**src/rtl/dm_sb_arbiter.sv**
```systemverilog
// Two-master OBI arbiter: round-robin with address-phase lock, in-order
// response routing through a small master-index FIFO.
module dm_sb_arbiter #(
    parameter int unsigned MaxOutstanding = 2
) (
    input  logic        clk_i,
    input  logic        rst_ni,
    input  logic        m0_req_i,
    output logic        m0_gnt_o,
    input  logic        m0_we_i,
    input  logic [31:0] m0_addr_i,
    input  logic [3:0]  m0_be_i,
    input  logic [31:0] m0_wdata_i,
    output logic [31:0] m0_rdata_o,
    output logic        m0_rvalid_o,
    input  logic        m1_req_i,
    output logic        m1_gnt_o,
    input  logic        m1_we_i,
    input  logic [31:0] m1_addr_i,
    input  logic [3:0]  m1_be_i,
    input  logic [31:0] m1_wdata_i,
    output logic [31:0] m1_rdata_o,
    output logic        m1_rvalid_o,
    output logic        mem_req_o,
    input  logic        mem_gnt_i,
    output logic        mem_we_o,
    output logic [31:0] mem_addr_o,
    output logic [3:0]  mem_be_o,
    output logic [31:0] mem_wdata_o,
    input  logic        mem_rvalid_i,
    input  logic [31:0] mem_rdata_i,
    output logic        err_o
);
    localparam int unsigned CntW = $clog2(MaxOutstanding + 1);
    localparam int unsigned PtrW = (MaxOutstanding > 1) ? $clog2(MaxOutstanding) : 1;
    localparam logic [CntW-1:0] CntFull = CntW'(MaxOutstanding);
    localparam logic [PtrW-1:0] PtrLast = PtrW'(MaxOutstanding - 1);

    logic [MaxOutstanding-1:0] ids;
    logic [PtrW-1:0]           wr_ptr;
    logic [PtrW-1:0]           rd_ptr;
    logic [CntW-1:0]           count;
    logic [CntW-1:0]           count_next;
    logic                      last_grant;
    logic                      lock;
    logic                      lock_sel;
    logic                      full;
    logic                      sel;
    logic                      sel_req;
    logic                      hs;
    logic                      pop;
    logic                      head;

    assign full = (count == CntFull);

    // Locked selection holds the address phase stable until the grant arrives.
    always_comb begin
        sel = 1'b0;
        if (lock) begin
            sel = lock_sel;
        end else if (m0_req_i && m1_req_i) begin
            sel = ~last_grant;
        end else if (m1_req_i) begin
            sel = 1'b1;
        end
    end

    assign sel_req     = sel ? m1_req_i : m0_req_i;
    assign mem_req_o   = !full && sel_req;
    assign hs          = mem_req_o && mem_gnt_i;
    assign mem_we_o    = sel ? m1_we_i    : m0_we_i;
    assign mem_addr_o  = sel ? m1_addr_i  : m0_addr_i;
    assign mem_be_o    = sel ? m1_be_i    : m0_be_i;
    assign mem_wdata_o = sel ? m1_wdata_i : m0_wdata_i;
    assign m0_gnt_o    = hs && !sel;
    assign m1_gnt_o    = hs && sel;

    assign pop         = mem_rvalid_i && (count != '0);
    assign head        = ids[rd_ptr];
    assign m0_rvalid_o = pop && !head;
    assign m1_rvalid_o = pop && head;
    assign m0_rdata_o  = mem_rdata_i;
    assign m1_rdata_o  = mem_rdata_i;

    always_comb begin
        count_next = count;
        case ({hs, pop})
            2'b10:   count_next = count + 1'b1;
            2'b01:   count_next = count - 1'b1;
            default: count_next = count;
        endcase
    end

    always_ff @(posedge clk_i or negedge rst_ni) begin
        if (!rst_ni) begin
            ids        <= '0;
            wr_ptr     <= '0;
            rd_ptr     <= '0;
            count      <= '0;
            last_grant <= 1'b1;
            lock       <= 1'b0;
            lock_sel   <= 1'b0;
            err_o      <= 1'b0;
        end else begin
            count <= count_next;
            err_o <= mem_rvalid_i && (count == '0);
            if (hs) begin
                ids[wr_ptr] <= sel;
                last_grant  <= sel;
                wr_ptr      <= (wr_ptr == PtrLast) ? '0 : wr_ptr + 1'b1;
            end
            if (pop) begin
                rd_ptr <= (rd_ptr == PtrLast) ? '0 : rd_ptr + 1'b1;
            end
            if (mem_req_o && !mem_gnt_i) begin
                lock     <= 1'b1;
                lock_sel <= sel;
            end else if (hs) begin
                lock <= 1'b0;
            end
        end
    end
endmodule

```
**config.mk**
```make
export PLATFORM = sky130hd
export DESIGN_NAME = dm_sb_arbiter
export DESIGN_NICKNAME = d
export VERILOG_FILES = /design/src/rtl/dm_sb_arbiter.sv
export SDC_FILE = /design/constraint.sdc
export NUM_CORES = 1
export LEC_CHECK = 0
export ABC_AREA = 1
export ABC_CLOCK_PERIOD_IN_PS = 2240
export CAP_MARGIN = 20
export CORE_AREA = 2 2 121 123
export CTS_CLUSTER_SIZE = 16
export DETAILED_ROUTE_END_ITERATION = 8
export DIE_AREA = 0 0 123 125
export REMOVE_ABC_BUFFERS = 1
export SYNTH_ARGS = -nofsm -noshare
export SYNTH_HDL_FRONTEND = slang
export SYNTH_SLANG_ARGS = --single-unit
```
**constraint.sdc**
```tcl
create_clock -name clk_i -period 2.24 [get_ports clk_i]
set_clock_uncertainty 0.2 [all_clocks]
set_input_delay 0.336 -clock clk_i [delete_from_list [all_inputs] [get_ports clk_i]]
set_output_delay 0.336 -clock clk_i [all_outputs]
set_load 0.01 [all_outputs]
```
* Word-level counts from Yosys, hierarchy flattened
Index checks and enable logic that the tools add are counted.
W data, S select, Z words.
** Word-level totals
- Flip-flop bits (word level) :: 10
- Bits of input ports :: 176
- Memories kept :: 0
- ROM bits :: 0
- Output and inout bits :: 139
- Latch bits :: 0
- Bits in writable memories :: 0
- Word-level logic and storage cells :: 56
** Cells by class
- $mul :: 0
- Muxes and demuxes :: 18
- Add/sub/neg operators :: 4
- Equality and inequality tests :: 3
- Shifts and indexed selects :: 0
- Bitwise logic cells :: 1
- Divide/modulo/power cells :: 0
- Order comparisons :: 3
- Reductions and logical operators :: 19
** Operator list (number)
- $mux W32 :: 2
- $mux W1 :: 12
- $logic_and A1 B1 Y1 :: 11
- $reduce_bool A2 Y1 :: 3
- $eq A2 B2 Y1 const B :: 2
- $logic_not A1 Y1 :: 4
- $lt A1 B2 Y1 const B :: 2
- $mux W4 :: 1
- $pmux W2 S2 :: 1
- $add A1 B1 Y1 const B :: 2
- $add A2 B1 Y2 const B :: 1
- $bwmux W2 :: 1
- $eq A2 B1 Y1 const B :: 1
- $logic_not A2 Y1 :: 1
- $sub A2 B1 Y2 const B :: 1
- $demux W1 S1 :: 1
- $ge A1 B1 Y1 const B :: 1
- $not A1 Y1 :: 1

* Depth between registers and ports, before layout
Gate-level depths: netlist of run 1.
- Depth after elaboration :: 8
- Mapped depth :: 8
- Mapped depth without buffers :: 8

* Worst setup path before layout of run 1
OpenSTA, ideal clock, no wires.
- Path kind :: flip-flop to flip-flop
- From :: register last_grant
- To :: register count[1]
- Buffers on the path :: 0
- Stages on the path, launching flop included :: 9
- Data arrival time :: 1498 ps
- Slack :: 411 ps
- Data required time :: 1909 ps
- Period minus slack after synthesis :: 1829 ps
- Library setup time :: 131 ps
- Cell sequence :: dfstp_2 > nand2_1 > nand3_1 > nand3_2 > nand3_4 > ha_1 > a21oi_1 > o21ai_0 > xor2_1
** Between the ends
- Longest elaborated chain between the ends :: 8
- Elaborated cells between the ends (all ways) :: 10
- Those cells by class :: 2 x eq/ne; 4 x mux; 1 x bitwise; 3 x reduce/logical
** Ends and longest elaborated chain
- start: declaration :: line 44 : logic last_grant;
- start signal: assignment :: line 109 : last_grant <= sel;
- $not A1 Y1 (*) :: line 62 : sel = ~last_grant;
- $mux W1 (*) :: line 61 : end else if (m0_req_i && m1_req_i) begin
- $mux W1 (*) :: line 59 : if (lock) begin
- $mux W1 (*) :: line 68 : assign sel_req = sel ? m1_req_i : m0_req_i;
- $logic_and A1 B1 Y1 (*) :: line 69 : assign mem_req_o = !full && sel_req;
- $logic_and A1 B1 Y1 (*) :: line 70 : assign hs = mem_req_o && mem_gnt_i;
- $eq A2 B1 Y1 / $eq A2 B2 Y1 (equally long branches) :: line 87 : case ({hs, pop})
- $pmux W2 S2 / $reduce_bool A2 Y1 (equally long branches)
- end signal: assignment :: line 105 : count <= count_next;
- end: declaration :: line 42 : logic [CntW-1:0] count;
Every way passes the cells marked *; elsewhere a longest branch is shown, timed or not.
A chain may end at the register's enable or synchronous reset.

* Worst setup path after layout of run 1
- From :: register last_grant
- To :: output mem_wdata_o[8]
** Between the ends
- Longest elaborated chain between the ends :: 4
** Ends and longest elaborated chain
- $not A1 Y1 :: line 62
- $mux W1 :: line 61
- $mux W1 :: line 59
- $mux W32 :: line 74 : assign mem_wdata_o = sel ? m1_wdata_i : m0_wdata_i;
- end: declaration :: line 29 : output logic [31:0] mem_wdata_o,
Every way passes these cells.

==> results of run 1 <==
[what timing repair did]
item,4_1_cts,5_1_grt
hold buffers,0,0
endpoints found under the hold margin,0,0
endpoints found under the setup margin,74,62
setup buffers,10,0
pin swaps,2,14
gates resized for setup,260,79
cloned,5,2
[worst max-delay path: stages, from the launching register on]
cell and delay [ns]:
dfstp_2 0.53, nand2_2 0.06, nand3_4 0.11, nand2_8 0.08, buf_12 0.15, buf_12 0.14, clkbuf_16 0.16, nand2_2 0.05
nand2_1 0.05, buf_2 0.13
[cell usage in the layout, fill, tap and decap left out, types with 2 or more instances in the layout]
cell type	netlist	routed
buf_16	0	3
o21ai_0	2	2
buf_6	0	13
xor2_1	2	2
buf_12	0	4
clkdlybuf4s15_1	0	2
nand2_1	221	191
nand2_4	0	7
nand3_4	1	2
buf_4	71	12
inv_8	0	2
nor2_2	3	3
dfrtp_1	9	9
clkbuf_2	0	15
clkbuf_16	0	5
nor2_1	5	5
o21ai_1	3	3
clkdlybuf4s50_1	0	142
nand2_2	1	23
buf_2	7	50
dlygate4sd2_1	0	5
nand4_1	2	2
inv_1	10	9
[area by class of cell]
type	instances	area, um2
fill	1604	10120
timing repair buffer	250	2286
multi-input combinational	249	1164
sequential	10	251.5
tap	184	230.2
clock buffer	4	88.84
inverter	11	48.80
timing repair inverter	1	11.26
[power by group through the flow]
stage          logic (W)  registers [W]  clock network (W)
6_report         0.00344       0.000337           0.000353
2_1_floorplan    0.00129       0.000322                  0
4_1_cts          0.00353       0.000336           0.000357
3_5_place_dp     0.00322       0.000333                  0
5_1_grt          0.00379       0.000349           0.000368
3_3_place_gp     0.00322       0.000336                  0
[cell families after synthesis]
| logic type | Yosys count |
|---|---|
| AOI/OAI and AO/OA | 7 |
| xor gates and xnor gates | 3 |
| adders and majority gates | 1 |
| and+or+nand+nor | 238 |
| buffers and inverters | 89 |
| DFF | 10 |
[flip-flops by register name, indices dropped and copies added (netlist names)]
register,count
lock_sel,1
wr_ptr,1
last_grant,1
err_o,1
lock,1
ids,2
count,2
rd_ptr,1
[layer usage]
metal | up-vias | global-route usage (%) | share of wire, %
li1 | 1331 | - | -
met1 | 1171 | 18.34 | 42
met2 | 198 | 19.08 | 42
met3 | 14 | 9.580 | 14
met4 | 4 | 2.072 | 0.99
met5 | - | 7.895 | 1.0
[cells in the mapped netlist (all sizes together)]
library cell | count | area share, %
nand3 | 3 | 1.7
nor3 | 1 | 0.27
o21ai | 5 | 1.3
xor2 | 2 | 0.93
buf | 78 | 30
ha | 1 | 0.66
a21oi | 2 | 0.73
dfstp | 1 | 1.4
xnor2 | 1 | 0.47
nor2 | 9 | 2.6
nand3b | 1 | 0.40
inv | 11 | 2.3
dfrtp | 9 | 12
nand2 | 222 | 44
nand4 | 2 | 0.66
[final timing paths]
path,startpoint,end
worst min register to register,count[1],err_o
worst max-delay path,last_grant,mem_wdata_o[8]
worst min-delay path,rst_ni,err_o
max in group asynchronous,rst_ni,last_grant
min in group clk_i,count[1],err_o
worst max register to register,last_grant,count[1]
[per-stage QoR]
| stage | power [W] | cell area [um2] | setup slack, ns | util [%] |
|---|---|---|---|---|
| floorplan | 0.001613 | 1315 | -0.2947 | - |
| global placement | 0.003556 | 3908 | -0.4280 | 27.51 |
| detailed placement | 0.003548 | 3908 | -0.4799 | 27.51 |
| CTS | 0.004222 | 4172 | -0.009006 | 29.37 |
| global route | 0.004502 | 4080 | -0.05649 | 28.73 |
| finish | 0.004135 | 4080 | 0.002183 | 28.73 |
==> impl_metrics.toml, run 1 <==
[power]
internal_power_w = 0.002219
p_leak_nw = 2.104
peakVddDrop_mv = 0.3154
power.switching_w = 0.001916
p_clk_share_pct = 8.5
swShare_pct = 46.34
p_per_area_nw_per_um2 = 1013
sequentialPowerShare_pct = 8.2
combPwrFrac_pct = 83.3

[drt]
vias = 2718
ant_nets = 0
drc_errors = 0
dr.pass1.iters = 4
via_per_inst = 3.834
drtIter0Drc = 89
wirelength_um = 11680
wl_per_cell_um = 16.47

[cts]
cts.sinks = 10
ctsRootBufferMaster = "clkbuf_16"
cts-htree-levels = 1
cts_tree = "done"
clk_pin_slew_ns = 0.04
clkLatencyLatePin_ns = 0.23
clock_path_buffers = 2
cts_inserted_buffers = 3

[logic_synthesis]
syn_area_um2 = 1883
ys_seq_area_share_pct = 13.36
yosys_warnings = 0
synth_xor_area_share_pct = 1.395
yosys.area_share.adder_pct = 0.6645
synth-simple-area-share_pct = 50.03
synth_compound_area_share_pct = 2.060
synth_top_family_by_area = "simple AND/OR/NAND/NOR gates"
synth_cell_types = 24
syn_inst = 348
synthMuxAreaShare_pct = 0
yosys_register_bits = 10
syn_area_per_cell_um2 = 5.411

[sta]
timing.fmax_mhz = 446.9
tns_ns = 0
whs_ns = 0.2442
maxSlewViolCount = 0
worstMarginPinSlew_ns = 0.5111
final.period_utilization_pct = 99.90
hold_viol_final = 0
layout_min_cycle_time_ns = 2.238
setup_violations = 0
grt_setup_unrepaired = "yes"
maxSlewHeadroom_pct = 65.82

[floorplan]
ioPinCount = 315
initial_core_util_pct = 13.26
coreArea_um2 = 14200
die_area_um2 = 15380
die_w_um = 123
rows = 44
die_h_um = 125

[critical_path]
start_kind = "flop"
cp_data_arrival_time_ns = 1.70
critPathCaptureType = "output port"
reg2regPathDepth = 10
r2r_slack_ns = 0.12
cp_max_fo = 5
critPathKind = "flop to output port"
critical_path_required_ns = 1.70

[layout]
stdcell_count = 709
area_delta_synth_final_pct = 116.7
layout-drive-gt1-share_pct = 28.19
diodes = 0
nNetsFinal = 703

[place]
placed_cells_incl_taps = 691
dp_hpwl_um = 8912
gp_congestion = 0.7440
port_buffers = 218

[hold_path]
hold_class = "primary input to asynchronous set/reset pin"

[run]
drv_cap = 0

[grt]
grt_overflow_total = 0
antenna_found_initial = 0
gr-usage-all-layers_pct = 14.18
grt_pass1_wl_um = 16080
grt_pass1_vias = 2524
grt_max_degree = 23

[outcome]
status = "completed"
No activity file was read; power rests on OpenSTA's default activity.
==> inputs of run 2 (changes only) <==
--- a/config.mk
+++ b/config.mk
@@ -9,10 +9,12 @@
 export ABC_CLOCK_PERIOD_IN_PS = 2240
 export CAP_MARGIN = 20
 export CORE_AREA = 2 2 121 123
+export CTS_CLUSTER_DIAMETER = 60
 export CTS_CLUSTER_SIZE = 16
 export DETAILED_ROUTE_END_ITERATION = 8
 export DIE_AREA = 0 0 123 125
 export REMOVE_ABC_BUFFERS = 1
+export SKIP_CTS_REPAIR_TIMING = 1
 export SYNTH_ARGS = -nofsm -noshare
 export SYNTH_HDL_FRONTEND = slang
 export SYNTH_SLANG_ARGS = --single-unit
==> impl_metrics.toml, run 2 (synthesis results as in run 1) <==
[layout]
layout_common_cells = "182 x nand2_1, 142 x clkdlybuf4s50_1, 34 x nand2_2, 28 x clkbuf_2, 22 x buf_2"
fin_util_pct = 30.36
fillers = 1568
area_delta_synth_final_pct = 129.0
nNetsFinal = 709
layout-drive-gt1-share_pct = 28.63
final_common_cell = "nand2_1"
reg.largest.list = "count: 2 flops, ids: 2 flops"
diodes = 0

[cts]
cts_tree = "done"
cts_inserted_buffers = 3
cts-htree-levels = 1
clkLatencyLatePin_ns = 0.24
clk_pin_slew_ns = 0.04
ctsRootBufferMaster = "clkbuf_16"
clock_path_buffers = 2
cts.sinks = 10

[sta]
timing.fmax_mhz = 441.5
maxSlewViolCount = 0
hold_viol_final = 0
maxSlewHeadroom_pct = 66.50
final.period_utilization_pct = 101.1
whs_ns = 0.2399
grt_setup_unrepaired = "yes"
worstMarginPinSlew_ns = 0.5010
setup_violations = 6
tns_ns = -0.08628
layout_min_cycle_time_ns = 2.265
setup_slack_ns = -0.02489

[critical_path]
worstPathCellList = "nand2_2 > nand3_4 > nand2_8 > buf_12 > buf_12 > clkbuf_16 > nand2_2 > nand2_1 > buf_2"
cp_data_arrival_time_ns = 1.73
r2r_start = "lock_sel"
r2r-end = "count[1]"
cp_max_fo = 6
crit_slowest_cell = "dfstp_2"
critPathCaptureType = "output port"
slowest_delay_ns = 0.53
reg2regPathDepth = 10
critPathKind = "flop to output port"
critical_path_required_ns = 1.70
start_kind = "flop"
r2r_slack_ns = 0.12

[power]
p_per_area_nw_per_um2 = 1027
sequentialPowerShare_pct = 7.6
swShare_pct = 44.55
power.switching_w = 0.001974
internal_power_w = 0.002456
p_leak_nw = 2.321
p_clk_share_pct = 8.0
combPwrFrac_pct = 84.4
peakVddDrop_mv = 0.2992

[drt]
wl_per_cell_um = 16.65
ant_nets = 0
wirelength_um = 11900
drc_errors = 0
vias = 2740
via_per_inst = 3.832
dr.pass1.iters = 4
drtIter0Drc = 80

[grt]
antenna_found_initial = 0
grt_max_degree = 44
gr-usage-all-layers_pct = 12.81
grt_overflow_total = 0
grt_pass1_wl_um = 14660
grt_pass1_vias = 2373

[run]
drv_cap = 0

[place]
gp_congestion = 0.7440
dp_hpwl_um = 8912
post-place-ws_ns = -0.4799
port_buffers = 218

[floorplan]
ioPinCount = 315
coreArea_um2 = 14200
rows = 44
die_area_um2 = 15380
initial_core_util_pct = 13.26
die_w_um = 123
die_h_um = 125

[hold_path]
hold_class = "primary input to asynchronous set/reset pin"

[outcome]
status = "finished, violations left"
failed_checks = "negative setup slack"
run 2: area by class of cell:
cell class | instances | area (um2) | share of cell area [%]
clock buffers | 4 | 88.84 | 2.060
flip-flops and latches | 10 | 251.5 | 5.833
inverters | 11 | 53.80 | 1.248
well taps | 184 | 230.2 | 5.340
repair inverters | 1 | 11.26 | 0.2612
multi-input cells | 249 | 1176 | 27.28
repair buffers | 256 | 2500 | 57.98
run 2: worst max-delay path by stage:
stage          startpoint         endpoint  slack, ns  cells after the start
2_1_floorplan  last_grant    mem_addr_o[0]      -0.29                      6
3_3_place_gp     m0_req_i  mem_wdata_o[23]      -0.43                      9
3_5_place_dp     m0_req_i  mem_wdata_o[23]      -0.48                      9
4_1_cts          m0_req_i  mem_wdata_o[23]      -0.50                      9
5_1_grt        last_grant  mem_wdata_o[13]      -0.09                      9
6_report       last_grant  mem_wdata_o[13]      -0.02                      9
run 2: metrics by stage:
stage,area (um2),std cells,power (W)
4_1_cts,3996,695,0.003921
5_1_grt,4312,715,0.004787
2_1_floorplan,1315,270,0.001613
3_3_place_gp,3908,691,0.003556
6_report,4312,715,0.004430
3_5_place_dp,3908,691,0.003548
run 2: per-layer routing:
layer,routed length [um],share of wire (%),vias up,global-route usage (%)
met2,5009,42,198,16.80
met5,126,1.1,-,6.908
li1,-,-,1345,-
met3,1607,14,12,9.352
met4,88,0.74,4,2.072
met1,5071,43,1181,16.45
run 2: critical path, delay by kind of cell, from the launching register on:
| kind | cells | cell delay (ns) |
|---|---|---|
| AND/OR/NAND/NOR | 5 | 0.35 |
| buffers and inverters | 4 | 0.60 |
| flip-flops | 1 | 0.53 |
run 2: power by group through the flow:
stage          registers (W)  logic (W)  clock network, W
2_1_floorplan       0.000322    0.00129                 0
3_3_place_gp        0.000336    0.00322                 0
3_5_place_dp        0.000333    0.00322                 0
4_1_cts             0.000332    0.00323          0.000357
5_1_grt             0.000347    0.00407          0.000368
6_report            0.000336    0.00374          0.000353
